--- src/rtl/adxl362_spi_slave.sv ---
// ADXL362-style SPI responder (mode 0) front-ending a byte-wide register bank.
// SCLK, MOSI and nCS are oversampled on clk_i; the design never runs on SCLK.
// Commands: 0x0A write register, 0x0B read register, 0x0D FIFO read.
module adxl362_spi_slave #(
    parameter int unsigned SYNC_STAGES = 2,
    parameter logic [7:0]  FIFO_ADDR   = 8'h0D
) (
    input  logic       clk_i,
    input  logic       rst_i,
    input  logic       sclk_i,
    input  logic       mosi_i,
    input  logic       ncs_i,
    output logic       miso_o,
    output logic       miso_oe_o,
    output logic [7:0] reg_addr_o,
    output logic [7:0] reg_wdata_o,
    output logic       reg_we_o,
    output logic       reg_re_o,
    input  logic [7:0] reg_rdata_i,
    output logic       busy_o,
    output logic       cmd_err_o
);

    localparam logic [2:0] IDLE   = 3'd0;
    localparam logic [2:0] CMD    = 3'd1;
    localparam logic [2:0] ADDR   = 3'd2;
    localparam logic [2:0] WDATA  = 3'd3;
    localparam logic [2:0] RDATA  = 3'd4;
    localparam logic [2:0] IGNORE = 3'd5;

    localparam logic [7:0] CMD_WRITE = 8'h0A;
    localparam logic [7:0] CMD_READ  = 8'h0B;
    localparam logic [7:0] CMD_FIFO  = 8'h0D;

    logic [SYNC_STAGES-1:0] sclk_sync;
    logic [SYNC_STAGES-1:0] mosi_sync;
    logic [SYNC_STAGES-1:0] ncs_sync;
    logic                   sclk_q;
    logic                   ncs_q;

    logic                   sclk_s;
    logic                   mosi_s;
    logic                   ncs_s;
    logic                   sclk_rise;
    logic                   sclk_fall;
    logic                   ncs_rise;
    logic                   ncs_fall;

    logic [2:0]             state;
    logic [2:0]             bit_cnt;
    logic [7:0]             rx_shift;
    logic [7:0]             tx_shift;
    logic [7:0]             addr;
    logic                   is_write;
    logic                   is_fifo;
    logic                   rd_load;
    logic [7:0]             rx_byte;
    logic                   byte_done;

    // Synchronize the SPI pins and keep one extra delayed copy for edge detection.
    // nCS resets high so releasing reset never looks like a chip-select edge.
    always_ff @(posedge clk_i or negedge rst_i) begin
        if (!rst_i) begin
            sclk_sync <= '0;
            mosi_sync <= '0;
            ncs_sync  <= '1;
            sclk_q    <= 1'b0;
            ncs_q     <= 1'b1;
        end else begin
            sclk_sync <= {sclk_sync[SYNC_STAGES-2:0], sclk_i};
            mosi_sync <= {mosi_sync[SYNC_STAGES-2:0], mosi_i};
            ncs_sync  <= {ncs_sync[SYNC_STAGES-2:0], ncs_i};
            sclk_q    <= sclk_sync[SYNC_STAGES-1];
            ncs_q     <= ncs_sync[SYNC_STAGES-1];
        end
    end

    // Edge strobes and the byte assembled on the current rising edge.
    always_comb begin
        sclk_s    = sclk_sync[SYNC_STAGES-1];
        mosi_s    = mosi_sync[SYNC_STAGES-1];
        ncs_s     = ncs_sync[SYNC_STAGES-1];
        sclk_rise = sclk_s & ~sclk_q;
        sclk_fall = ~sclk_s & sclk_q;
        ncs_rise  = ncs_s & ~ncs_q;
        ncs_fall  = ~ncs_s & ncs_q;
        rx_byte   = {rx_shift[6:0], mosi_s};
        byte_done = sclk_rise && (bit_cnt == 3'd7);
    end

    // Protocol FSM, shift registers and register-bank strobes.
    // Read data is loaded one cycle after reg_re_o; the next SCLK fall then puts
    // its MSB on MISO ahead of the first rising edge of the data byte.
    always_ff @(posedge clk_i or negedge rst_i) begin
        if (!rst_i) begin
            state       <= IDLE;
            bit_cnt     <= '0;
            rx_shift    <= '0;
            tx_shift    <= '0;
            addr        <= '0;
            is_write    <= 1'b0;
            is_fifo     <= 1'b0;
            rd_load     <= 1'b0;
            miso_o      <= 1'b0;
            reg_addr_o  <= '0;
            reg_wdata_o <= '0;
            reg_we_o    <= 1'b0;
            reg_re_o    <= 1'b0;
            cmd_err_o   <= 1'b0;
        end else begin
            reg_we_o  <= 1'b0;
            reg_re_o  <= 1'b0;
            cmd_err_o <= 1'b0;
            rd_load   <= reg_re_o;
            if (ncs_rise) begin
                state    <= IDLE;
                bit_cnt  <= '0;
                rx_shift <= '0;
                tx_shift <= '0;
                addr     <= '0;
                is_write <= 1'b0;
                is_fifo  <= 1'b0;
                rd_load  <= 1'b0;
                miso_o   <= 1'b0;
            end else begin
                case (state)
                    IDLE: begin
                        if (ncs_fall) begin
                            state    <= CMD;
                            bit_cnt  <= '0;
                            rx_shift <= '0;
                            is_write <= 1'b0;
                            is_fifo  <= 1'b0;
                        end
                    end
                    default: begin
                        if (sclk_rise) begin
                            bit_cnt  <= bit_cnt + 3'd1;
                            rx_shift <= rx_byte;
                        end
                        if (byte_done) begin
                            case (state)
                                CMD: begin
                                    if (rx_byte == CMD_WRITE) begin
                                        is_write <= 1'b1;
                                        state    <= ADDR;
                                    end else if (rx_byte == CMD_READ) begin
                                        is_write <= 1'b0;
                                        state    <= ADDR;
                                    end else if (rx_byte == CMD_FIFO) begin
                                        is_fifo    <= 1'b1;
                                        addr       <= FIFO_ADDR;
                                        reg_addr_o <= FIFO_ADDR;
                                        reg_re_o   <= 1'b1;
                                        state      <= RDATA;
                                    end else begin
                                        cmd_err_o <= 1'b1;
                                        state     <= IGNORE;
                                    end
                                end
                                ADDR: begin
                                    if (is_write) begin
                                        addr  <= rx_byte;
                                        state <= WDATA;
                                    end else begin
                                        reg_addr_o <= rx_byte;
                                        reg_re_o   <= 1'b1;
                                        addr       <= rx_byte + 8'd1;
                                        state      <= RDATA;
                                    end
                                end
                                WDATA: begin
                                    reg_addr_o  <= addr;
                                    reg_wdata_o <= rx_byte;
                                    reg_we_o    <= 1'b1;
                                    addr        <= addr + 8'd1;
                                end
                                RDATA: begin
                                    reg_addr_o <= addr;
                                    reg_re_o   <= 1'b1;
                                    if (!is_fifo) begin
                                        addr <= addr + 8'd1;
                                    end
                                end
                                default: begin
                                end
                            endcase
                        end
                    end
                endcase
                if ((state == RDATA) && sclk_fall) begin
                    miso_o   <= tx_shift[7];
                    tx_shift <= {tx_shift[6:0], 1'b0};
                end
                if (rd_load) begin
                    tx_shift <= reg_rdata_i;
                end
            end
        end
    end

    // Status and MISO tristate control follow the FSM state directly.
    always_comb begin
        busy_o    = (state != IDLE);
        miso_oe_o = (state == RDATA);
    end

endmodule

--- config.mk ---
export PLATFORM = sky130hd
export DESIGN_NAME = adxl362_spi_slave
export DESIGN_NICKNAME = d
export VERILOG_FILES = /design/src/rtl/adxl362_spi_slave.sv
export SDC_FILE = /design/constraint.sdc
export NUM_CORES = 1
export LEC_CHECK = 0
export BUFFER_PORTS_ARGS = -buffer_cell sky130_fd_sc_hd__buf_2
export CORE_ASPECT_RATIO = 1.2
export CORE_MARGIN = 8
export CORE_UTILIZATION = 63
export CTS_CLUSTER_DIAMETER = 200
export DETAILED_ROUTE_END_ITERATION = 8
export PLACE_DENSITY = 0.87
export SETUP_SLACK_MARGIN = 0.5
export SYNTH_ARGS = -nofsm -noshare
export SYNTH_HDL_FRONTEND = slang
export SYNTH_SLANG_ARGS = --single-unit
--- constraint.sdc ---
create_clock -name clk_i -period 5.3 [get_ports clk_i]
set_input_delay 0.265 -clock clk_i [delete_from_list [all_inputs] [get_ports clk_i]]
set_output_delay 0.265 -clock clk_i [all_outputs]
set_load 0.05 [all_outputs]
Yosys cells after proc, flatten, opt, wreduce, memory -nomap -nowiden
Index checks and enable logic that the tools add are counted.
- bits of input ports: 13
- word-level logic and storage cells: 142
- output and inout bits: 22
- flip-flop bits (word level): 60
- bitwise gates (word level): 10
- multiplexer cells: 67
- reductions and logical operators: 23
- equality and inequality tests: 20
- add/sub/neg operators: 3
- operators with widths (operator ; count):
    2-to-1 mux 8 bit ; 12
    2-to-1 mux 1 bit ; 36
    2-to-1 mux 3 bit ; 11
    case mux 8 bit (4 select lines) ; 1
    2-to-1 mux 7 bit ; 4
    equality test 8 x 4 -> 1 bit (second input constant) ; 3
    case mux 8 bit (3 select lines) ; 1
    nonzero test 3 bit ; 7
    adder 8 x 1 -> 8 bit (second input constant) ; 2
    inequality test 3 bit (second input constant) ; 5
    inequality test 2 bit (second input constant) ; 5
    AND reduction 4 bit ; 2
    AND reduction 8 bit ; 1
    nonzero test 4 bit ; 2
    AND reduction 7 bit ; 1
    equality test 3 x 2 -> 1 bit (second input constant) ; 2
    equality test 3 bit (second input constant) ; 2
    inequality test 3 x 2 -> 1 bit (second input constant) ; 2
    NOT 1 bit ; 6
    case mux 3 bit (2 select lines) ; 1
    AND reduction 6 bit ; 1
    nonzero test 5 bit ; 1
    AND 1 bit ; 4
    nonzero test 2 bit ; 2
    other kinds (8) ; 9

Longest topological paths before layout
Gate-level depths: netlist (run 1).
- depth after elaboration: 8
- depth in mapped cells: 7
- mapped depth without buffers: 7

Least setup slack after synthesis (run 1)
Ideal clock, no wire load.
- path type: reg-to-reg
- start point: reg state[0]
- end point: reg tx_shift[1]
- required time: 5.168 ns
- stages on the path, launching flop included: 7
- path buffers: 1
- arrival: 2.357 ns
- period minus slack after synthesis: 2.489 ns
- path slack: 2.811 ns
- setup time: 0.132 ns
- path through: dfrtp_1 -> clkbuf_1 -> nor3b_2 -> nand3b_1 -> mux2_2 -> mux2i_1 -> nor2_1
- cells in the longest elaborated chain, start to end: 3
- RTL lines (item ; line ; RTL):
    start, declared ; 49 ; logic [2:0] state;
    start signal, assigned ; 96 ; state <= IDLE;
    start signal, assigned ; 116 ; state <= IDLE;
    start signal, assigned ; 129 ; state <= CMD;
    equality test 3 bit ; n/a ;
    via miso_oe_o ; 14 ; output logic miso_oe_o,
    logical AND 1 bit ; 191 ; if ((state == RDATA) && sclk_fall) begin
    nonzero test 3 bit (no line) ; n/a ;
    end signal, assigned ; 193 ; tx_shift <= {tx_shift[6:0], 1'b0};
    end signal, assigned ; 196 ; tx_shift <= reg_rdata_i;
    end, declared ; 52 ; logic [7:0] tx_shift;
The timed path passes the listed nets, and every way through them passes these cells.
A chain may end at the register's enable or synchronous reset.

Worst setup path after layout (run 1)
- start point: reg ncs_q
- end point: reg rx_shift[2]
- cells in the longest elaborated chain, start to end: 4
- elaborated cells on any way between the ends: 7
- classes of those cells: eq/ne: 1; mux: 1; bitwise: 3; reduce/logical: 2
- RTL lines (item ; line ; RTL):
    start, declared ; 39 ; logic ncs_q;
    start signal, assigned ; 74 ; ncs_q <= ncs_sync[SYNC_STAGES-1];
    NOT 1 bit ; 85 ; ncs_rise = ncs_s & ~ncs_q;
    AND 1 bit ; 85 ;
    inequality test 3 bit (no line) or nonzero test 3 bit (tied branches) ; n/a ;
    AND reduction 2 bit (no line) ; n/a ;
    end signal, assigned ; 139 ; rx_shift <= rx_byte;
    end, declared ; 51 ; logic [7:0] rx_shift;
Several ways; a longest one is shown, not always the timed one.

==> out/qor.txt, run 1 <==
status - finished clean
routed via count - 2338
CTS clk-pin slew, worst paths - 70 ps
Die H - 92.9 um
top_reg_cell synth - dfrtp_1
CP Launch Type - flip-flop
fmax - 377 MHz
Flop pwr share - 0.477
drt total wl - 6.56 mm
vias in the first global route - 2342
layout cells sized above 1 - 0.255
crit-path cells - inv_1, ha_1, or2_0, o21ai_1, o21ai_0
mapped cell area - 0.00311 mm^2
critical path's slowest cell - o21ai_1
antenna violations before repair - 0
CP Buf/Inv Count - 1
post-synthesis register bit count - 60
Post-Syn Area per Cell - 10.5 um^2
Cell Pwr Density - 315 mW/mm^2
CTS H-tree lvls - 3
area grow syn2layout - 12.0%
hold_buf cts - 0
Setup crit end kind - flip-flop
Rel. slew slack - 0.366
total of max-cap violations - 0
Skew-Pair Late Insertion Delay - 340 ps
Die Wd - 80.1 um
row cnt - 28
final hold violation count - 0
P_sw - 0.334 mW
leading area contributor after synthesis - dfrtp_1
LEAKAGE - 1.65 nW
final clock skew - 8.42 ps
Starting Density - 0.643
Clock power frac - 0.374
Final nets - 344
Hold Crit Class - in -> reg
Core Box Area - 0.00483 mm^2
Required @ worst endpoint - 5480 ps
CTS tree - done
CP max FO - 23
Initial DRC Count - 168
GRT Total Usage - 0.187
Post-synth ARST share - 1.00
final setup fails - 0
fill cell count - 357
clock sinks - 60
yosys warns - 0
actual slew at the worst max-slew pin - 945 ps
diode count - 0
Finished Core Util - 0.720
Clock Tree Buf Depth - 2
number of nets with antenna violations after routing - 0
Pre-antenna DRT Iters - 4
top area cells in the synthesized netlist - dfrtp_1 46%, mux2_2 7.2%, mux2i_1 3.5%
DRC - 0
CP Data Arrival Time - 2830 ps
Power Internal - 0.764 mW
first-pass GRT wire length - 10.9 mm
# Post-CTS Setup Buffers - 0
Max Slew Vio Count - 0
post-synth cell types - 56
Syn Nets - 317
delay-heaviest family, CP - compound AO/OA/AOI/OAI gates
CTS buffer count - 9
clock root buffer master - clkbuf_8
vias per cell - 6.01
RSZ-0062 raised after global routing - no
GPL Wtd Cong - 0.880
HPWL Detailed - 4.44 mm
crit-path max cell delay - 780 ps
Setup TNS Final - 0 ps
Gate power share - 0.148
sequential area share after synthesis - 0.484
port bufs - 34
EDFF count, synth - 0
Total Die Area - 0.00745 mm^2
post-synthesis cell count - 297
cts repair resizes - 0
Top-Level Pins - 35
largest net degree at the start of global routing - 61
top-area cell type share of the netlist area - 0.459
final critical-path share of the clock period - 0.501
crit path kind - reg -> reg
Avg WL per Cell - 16.9 um
total gr overflow - 0
min cycle time layout - 2650 ps
Sw Share - 0.304
peak supply drop - 289 uV
==> area by class of cell <==
class	count	area, um^2	share of cell area
clock buffers	10	138	0.0395
inverters	9	33.8	0.00970
multi-input cells	209	1490	0.428
flip-flops and latches	60	1510	0.432
clock inverters	6	63.8	0.0183
repair buffers	35	178	0.0510
well taps	60	75.1	0.0216
==> per-layer routing <==
layer / track usage / routed length (um) / share of wire
met5: 0 / 0 / 0
met4: 0.0927 / 154 / 0.023
met3: 0.0504 / 401 / 0.061
met1: 0.221 / 2760 / 0.42
met2: 0.303 / 3240 / 0.49
==> placed cells by master, fill, tap and decap left out, drive strengths merged, types with 3 or more instances in the layout <==
master | netlist | layout
nor2b | 6 | 6
nand3b | 6 | 6
buf | 3 | 35
o21ai | 16 | 16
xnor2 | 6 | 6
dfrtp | 57 | 57
a21oi | 15 | 15
xor2 | 3 | 3
nor4 | 3 | 3
a22o | 7 | 7
dfstp | 3 | 3
o21bai | 3 | 3
mux2 | 22 | 22
nand2b | 6 | 6
nor3 | 6 | 6
nand2 | 27 | 27
clkinv | 0 | 3
mux2i | 11 | 11
o31ai | 3 | 3
clkbuf | 16 | 10
ha | 7 | 7
and2 | 3 | 3
nor3b | 3 | 3
o22ai | 5 | 5
o2bb2ai | 3 | 3
nor2 | 18 | 18
nand3 | 5 | 5
inv | 9 | 9
==> sequential cells by signal, summed over array words and instances (netlist names), 2 cells and up <==
signal       flops
sclk_sync        2
rx_shift         7
bit_cnt          3
state            3
ncs_sync         2
tx_shift         8
reg_wdata_o      8
mosi_sync        2
reg_addr_o       8
addr             8
==> worst paths after layout <==
kind / from / end / slack, ps / cells past startpoint
worst min-delay path: ncs_i / ncs_sync[0]$_DFF_PN1_ / 30 / 1
worst min register to register: sclk_sync[0]$_DFF_PN0_ / sclk_sync[1]$_DFF_PN0_ / 350 / 0
worst max-delay path: ncs_q$_DFF_PN1_ / rx_shift[2]$_DFFE_PN0P_ / 2650 / 5
min in group asynchronous: rst_i / reg_wdata_o[0]$_DFFE_PN0P_ / 70 / 2
max in group asynchronous: rst_i / reg_addr_o[0]$_DFFE_PN0P_ / 4750 / 2
worst max register to register: ncs_q$_DFF_PN1_ / rx_shift[2]$_DFFE_PN0P_ / 2650 / 5
==> logic make-up after synthesis <==
| kind of cell | after synthesis | synth area share |
|---|---|---|
| buf+inv | 28 | 0.0366 |
| simple gates | 93 | 0.164 |
| compound gates | 67 | 0.146 |
| fa+ha+maj | 7 | 0.0282 |
| mux | 33 | 0.115 |
| xor+xnor | 9 | 0.0254 |
| flops | 60 | 0.484 |
==> cell usage after synthesis (2+ instances only) <==
library cell / n
a22o_1: 7
ha_1: 7
clkbuf_1: 16
o22ai_1: 5
nand2b_1: 6
inv_1: 9
o31ai_1: 3
or3_1: 2
nand4b_1: 2
nand3b_1: 6
nand2_1: 27
o21bai_1: 3
dfstp_2: 3
nand3_1: 5
nor4_1: 2
nor2_1: 17
mux2_1: 2
mux2_2: 20
o211a_1: 2
xnor2_1: 6
nor2b_1: 6
a21o_1: 2
o2bb2ai_1: 3
mux2i_1: 11
and2_1: 3
o21ai_0: 15
nor3b_1: 2
nor3_1: 5
dfrtp_1: 57
xor2_1: 3
a21oi_1: 15
==> power groups by stage <==
stage	clock (mW)	combinational (mW)	sequential, mW
floorplan	0	0.155	0.495
global placement	0	0.158	0.532
detailed placement	0	0.161	0.532
CTS	0.419	0.163	0.523
global route	0.438	0.180	0.529
finish	0.411	0.163	0.524
==> through the flow <==
stage	total power, mW	cells	hold slack [ps]	setup slack, ps	cell area [um^2]
after floorplan	0.650	297	-30.6	2810	3110
final	1.10	389	25.0	2650	3480
after CTS	1.11	389	13.1	2660	3480
after global placement	0.690	373	336	2810	3280
after detailed placement	0.693	373	341	2700	3280
after global routing	1.15	389	12.2	2430	3480
==> worst reg2reg max path, cell delays in order, from the launching register on <==
cell and delay [ps]:
dfstp_2 520, inv_1 40, ha_1 470, or2_0 440, o21ai_1 780, o21ai_0 250
Note: power is estimated with default switching activity, not from simulation.
==> run 2: changes to the inputs <==
ABC_AREA = 1   (was unset)
CORE_UTILIZATION = 58   (was 63)
PLACE_DENSITY = 0.81   (was 0.87)
clock period = 2.7 ns   (was 5.3 ns; I/O delays follow)
==> run 2 against run 1 <==
Effect of this change: area after synthesis up 2.2%; final area up 3.9%; hold slack better by 5.5 ps; flip-flop and latch count unchanged; final cell count up 31%; clock skew down 3.1 ps; largest cell class unchanged.
==> out/qor.txt, run 2 <==
P_sw - 0.701 mW
top_reg_cell synth - dfrtp_1
worst reg-to-reg setup slack - 790 ps
WHS Endpoint - tx_shift[1]$_DFFE_PN0P_
actual slew at the worst max-slew pin - 995 ps
GPL Wtd Cong - 0.921
Setup TNS Final - 0 ps
total gr overflow - 0
delay-heaviest family, CP - simple AND/OR/NAND/NOR gates
Finished Core Util - 0.683
vias in the first global route - 2720
diode count - 0
crit-path cells - ha_2, clkinvlp_4, nand2_4, nand2_2, nand2_2, nand3_1, o21ai_0
CP Data Arrival Time - 2170 ps
min-delay src - reg_rdata_i[1]
HPWL Detailed - 5.06 mm
M1 GR Usage - 0.202
port bufs - 34
final setup fails - 0
RR Startpoint - ncs_sync[1]$_DFF_PN1_
peak supply drop - 368 uV
CP max FO - 14
CTS H-tree lvls - 3
Core Box Area - 0.00530 mm^2
fill cell count - 445
Starting Density - 0.599
multi-input logic area - 0.00143 mm^2
largest net degree at the start of global routing - 47
Skew-Pair Late Insertion Delay - 340 ps
min cycle time layout - 1910 ps
EDFF count, synth - 0
Top-Level Pins - 35
most common cell in the synthesized netlist - nand2_1
crit-path max cell delay - 540 ps
area grow syn2layout - 13.9%
Cell Pwr Density - 582 mW/mm^2
leading area contributor after synthesis - dfrtp_1
gr busiest metal - met2
top-area cell type share of the netlist area - 0.449
critical path's slowest cell - dfstp_2
Power Internal - 1.40 mW
Clock power frac - 0.324
CTS clk-pin slew, worst paths - 60 ps
mux cell area share after synthesis - 0
Pre-antenna DRT Iters - 4
number of nets with antenna violations after routing - 0
Top cell by count, worst path - nand2_2
final critical-path share of the clock period - 0.708
Post-synth ARST share - 1.00
Clock Tree Buf Depth - 2
fmax - 523 MHz
Hold Crit Class - in -> reg
Adder-Cell Fraction of Synth Area - 0.0276
GRT Total Usage - 0.179
Initial DRC Count - 205
Rel. slew slack - 0.337
DRC - 0
routed via count - 2788
most frequent cells in the layout - 99 x nand2_1, 57 x dfrtp_1, 48 x nand3_1
clock root buffer master - clkbuf_8
LEAKAGE - 1.88 nW
Avg WL per Cell - 13.6 um
most common cell after layout, fill and taps aside - nand2_1
total of max-cap violations - 0
Syn Nets - 417
CP Launch Type - flip-flop
clock sinks - 60
CTS buffer count - 9
RSZ-0062 raised after global routing - no
fin area - 0.00362 mm^2
post-synthesis cell count - 397
GR Util met3 - 0.0638
layout cells sized above 1 - 0.196
Total Die Area - 0.00811 mm^2
Setup crit end kind - flip-flop
Required @ worst endpoint - 2960 ps
Die H - 97.1 um
top area cells in the synthesized netlist - dfrtp_1 45%, nand2_1 12%, nand3_1 7.6%
CTS tree - done
Die Wd - 83.5 um
Gate power share - 0.204
post-synth cell types - 28
Simple-Gate Fraction of Synth Area - 0.288
placed cell area - 0.00338 mm^2
final hold violation count - 0
main combinational cell family by area after synthesis - simple AND/OR/NAND/NOR gates
status - finished clean
xor-xnor portion of the synthesized cell area - 0.00276
first-pass GRT wire length - 12.1 mm
mapped cell area - 0.00318 mm^2
reg2reg path depth - 7
Post-Syn Area per Cell - 8.00 um^2
Sw Share - 0.333
synth cell count leaders - 100 x nand2_1, 57 x dfrtp_1, 48 x nand3_1, 43 x inv_1, 30 x nor2_1
vias per cell - 5.47
sequential area share after synthesis - 0.474
drt total wl - 6.92 mm
Compound-Gate Fraction of Synth Area - 0.130
antenna violations before repair - 0
tightest hold margin - 30.6 ps
met2 usage - 0.295
Max Slew Vio Count - 0
Worst R2R End - rx_shift[1]$_DFFE_PN0P_
Sequential cell area - 0.00151 mm^2
post-synthesis register bit count - 60
final clock skew - 5.34 ps
crit path kind - reg -> reg
Flop pwr share - 0.472
row cnt - 29
Final nets - 463
yosys warns - 0
hold path depth - 3
CP Buf/Inv Count - 1
[run 2: cell count changes in the layout (fill, tap and decap cells not counted), moves of 11 or more]
| cell | previous run | this run |
|---|---|---|
| inv_1 | 9 | 42 |
| nand3_1 | 5 | 48 |
| o21ai_0 | 15 | 28 |
| nor2_1 | 17 | 30 |
| nand2_1 | 27 | 99 |
| mux2_2 | 20 | 0 |
| mux2i_1 | 11 | 0 |
[run 2: per-layer routing]
layer | part of all wire | wire length [um] | vias up
li1 | - | - | 1392
met1 | 0.43 | 3010 | 1281
met2 | 0.47 | 3270 | 104
met3 | 0.077 | 534 | 11
met4 | 0.016 | 109 | 0
met5 | 0 | 0 | -
[run 2: kinds of logic after synthesis]
family          after synthesis
buf+inv                      58
fa+ha+maj                     7
xor+xnor                      1
compound gates               70
simple gates                201
flops                        60
[run 2: power by group through the flow]
| stage | clock network [mW] | logic, mW | registers (mW) |
|---|---|---|---|
| after floorplan | 0 | 0.327 | 0.992 |
| after global placement | 0 | 0.404 | 1.01 |
| after detailed placement | 0 | 0.415 | 1.01 |
| after CTS | 0.697 | 0.422 | 0.991 |
| after global routing | 0.736 | 0.477 | 1.00 |
| final | 0.681 | 0.429 | 0.994 |
[run 2: timing repair]
action / 4_1_cts / 5_1_grt
endpoints found under the setup margin: 8 / 21
hold buffers: 4 / 0
resized for setup: 1 / 2
buffers inserted: 0 / 3
endpoints found under the hold margin: 6 / 0
pin swaps: 0 / 0
[run 2: worst reg2reg max path, stage by stage (launching register included)]
cell and delay (ps):
dfstp_2 540, ha_2 350, clkinvlp_4 260, nand2_4 170
nand2_2 100, nand2_2 210, nand3_1 100, o21ai_0 90
[run 2: layout make-up]
| class | count | share of cell area |
|---|---|---|
| clock buffer | 14 | 0.0422 |
| multi-input combinational | 279 | 0.395 |
| clock inverter | 2 | 0.00277 |
| sequential | 60 | 0.416 |
| inverter | 50 | 0.0536 |
| tap | 62 | 0.0214 |
| timing repair buffer | 43 | 0.0685 |
[run 2: stage by stage]
stage | setup slack [ps] | power, mW | std cells
6_report | 788 | 2.10 | 510
5_1_grt | 656 | 2.21 | 510
4_1_cts | 559 | 2.11 | 507
3_5_place_dp | 472 | 1.42 | 487
3_3_place_gp | 562 | 1.41 | 487
2_1_floorplan | 1170 | 1.32 | 397
[run 2: worst max path at each step]
stage                                     start                    endpoint  slack [ps]  cells after the start
after global placement          ncs_q$_DFF_PN1_  reg_wdata_o[0]$_DFFE_PN0P_         560                      6
after floorplan            state[1]$_DFFE_PN0P_     tx_shift[1]$_DFFE_PN0P_        1170                      8
after global routing      ncs_sync[1]$_DFF_PN1_     rx_shift[0]$_DFFE_PN0P_         660                      7
after detailed placement  ncs_sync[1]$_DFF_PN1_  reg_wdata_o[5]$_DFFE_PN0P_         470                      5
final                     ncs_sync[1]$_DFF_PN1_     rx_shift[1]$_DFFE_PN0P_         790                      7
after CTS                 ncs_sync[1]$_DFF_PN1_     rx_shift[5]$_DFFE_PN0P_         560                      7
==> run 3: changes to the inputs <==
clock period = 2 ns   (was 2.7 ns; I/O delays follow)
==> run 3 against run 2 <==
Effect of this change: worst setup slack worse by 460 ps; final area is 15% higher; first-iteration DRC count is 24% higher; sequential power is 35% higher; flip-flop and latch count stayed put; count of clock-buffer cells in the layout is 5 lower; largest cell class is now multi-input gates; critical path type unchanged; via count is 11% higher; fmax is 14% higher; combinational power is 140% higher; final cell count is 5.5% higher; power is 76% higher.
==> out/qor.txt, run 3 (synthesis gave the netlist of run 2 again) <==
layout cells sized above 1 - 0.315
crit-path max cell delay - 370 ps
Gate power share - 0.284
P_sw - 1.24 mW
Clock Tree Buf Depth - 2
drt total wl - 8.65 mm
most frequent cells in the layout - 93 x nand2_1, 53 x dfrtp_1, 42 x nand3_1
Pre-antenna DRT Iters - 5
clock sinks - 60
LEAKAGE - 2.06 nW
min cycle time layout - 1670 ps
Die H - 97.1 um
DP Worst Slack - 257 ps
delay-heaviest family, CP - compound AO/OA/AOI/OAI gates
Setup TNS Final - 0 ps
Avg WL per Cell - 16.1 um
routed via count - 3096
diode count - 0
crit-path cells - buf_4, buf_4, ha_2, nand3_1, a21oi_2, nand3_1, o21ai_1, nand2_1, inv_1
final hold violation count - 0
actual slew at the worst max-slew pin - 537 ps
number of nets with antenna violations after routing - 0
GPL Wtd Cong - 0.893
final clock skew - 6.76 ps
vias per cell - 5.75
Initial DRC Count - 254
Die Wd - 83.5 um
Hold Crit Class - in -> reg
Max Slew Vio Count - 0
Rel. slew slack - 0.642
fmax - 598 MHz
Clock power frac - 0.354
first-pass GRT wire length - 13.1 mm
final critical-path share of the clock period - 0.836
crit path kind - reg -> reg
Power Internal - 2.47 mW
vias in the first global route - 2901
Setup crit end kind - flip-flop
Required @ worst endpoint - 2280 ps
CTS clk-pin slew, worst paths - 70 ps
total gr overflow - 0
CTS buffer count - 9
CP Launch Type - flip-flop
clock root buffer master - clkbuf_8
area grow syn2layout - 30.7%
status - finished clean
fin area - 0.00415 mm^2
critical path's slowest cell - dfrtp_2
antenna violations before repair - 0
CTS tree - done
GRT Total Usage - 0.195
most common cell after layout, fill and taps aside - nand2_1
Non-Filler Instances - 538
CP Buf/Inv Count - 3
row cnt - 29
largest net degree at the start of global routing - 39
total of max-cap violations - 0
Finished Core Util - 0.783
placed cell area - 0.00342 mm^2
Cell Pwr Density - 893 mW/mm^2
PnR worst setup slack - 328 ps
CTS H-tree lvls - 3
Total Die Area - 0.00811 mm^2
port bufs - 34
final setup fails - 0
Starting Density - 0.599
Skew-Pair Late Insertion Delay - 350 ps
DRC - 0
Flop pwr share - 0.362
RSZ-0062 raised after global routing - yes
HPWL Detailed - 5.22 mm
Core Box Area - 0.00530 mm^2
peak supply drop - 621 uV
CP Data Arrival Time - 1960 ps
dpl cells - 489
Final nets - 491
Sw Share - 0.335
CP max FO - 6
Top-Level Pins - 35
run 3: cell types whose count changed in the layout (fill, tap and decap cells not counted), sizes merged:
cell | previous run | this run
buf | 39 | 61
bufinv | 0 | 3
clkbuf | 14 | 9
clkinvlp | 1 | 3
dlygate4sd3 | 4 | 6
nand2 | 110 | 114
run 3: final timing paths:
kind / startpoint / endpoint / slack [ps] / cells past startpoint
setup / recovery: rx_shift[0]$_DFFE_PN0P_ / is_write$_DFFE_PN0P_ / 330 / 9
hold / removal: reg_rdata_i[1] / tx_shift[1]$_DFFE_PN0P_ / 4 / 3
setup reg to reg: rx_shift[0]$_DFFE_PN0P_ / is_write$_DFFE_PN0P_ / 330 / 9
hold reg to reg: sclk_sync[0]$_DFF_PN0_ / sclk_sync[1]$_DFF_PN0_ / 350 / 0
max in group asynchronous: rst_i / ncs_q$_DFF_PN1_ / 1100 / 3
min in group asynchronous: rst_i / tx_shift[5]$_DFFE_PN0P_ / 260 / 2
run 3: worst reg2reg max path, delay by kind of cell (launching register included):
family	cells	cell delay [ps]
AO/OA/AOI/OAI	2	380
adder cells (fa/ha/maj)	1	210
buffers and inverters	3	300
flip-flops	1	370
AND/OR/NAND/NOR	3	360
run 3: area by class of cell:
type	instances	area, um^2
clock buffers	9	124
clock inverters	7	115
fillers	346	1150
inverters	50	206
multi-input cells	283	1650
flip-flops and latches	60	1510
well taps	62	77.6
repair buffers	67	472
run 3: what timing repair did:
action                     4_1_cts  5_1_grt
setup buffers                   13       10
pin swaps                        9       19
setup endpoints to repair       47       47
hold endpoints to repair        27        0
gates resized for setup         30       34
gates cloned                     3        1
hold buffers                     6        0
run 3: metal layers:
metal  up-vias  global-route usage  share of wire
met5         -                   0              0
met4         0               0.119          0.031
met3        27              0.0436          0.061
met2       133               0.319           0.49
met1      1482               0.228           0.42
li1       1454                   -              -
run 3: power by group through the flow:
stage / registers [mW] / logic (mW) / clock network, mW
5_1_grt: 1.35 / 1.13 / 1.37
3_3_place_gp: 1.35 / 0.557 / 0
3_5_place_dp: 1.36 / 0.571 / 0
2_1_floorplan: 1.34 / 0.448 / 0
4_1_cts: 1.33 / 0.768 / 1.32
6_report: 1.34 / 1.05 / 1.31
run 3: per-stage QoR:
step | total power, mW | hold WS, ps
floorplan | 1.79 | -196
global placement | 1.91 | 103
detailed placement | 1.93 | 104
CTS | 3.42 | 5.15
global route | 3.85 | 23.7
finish | 3.71 | 4.32
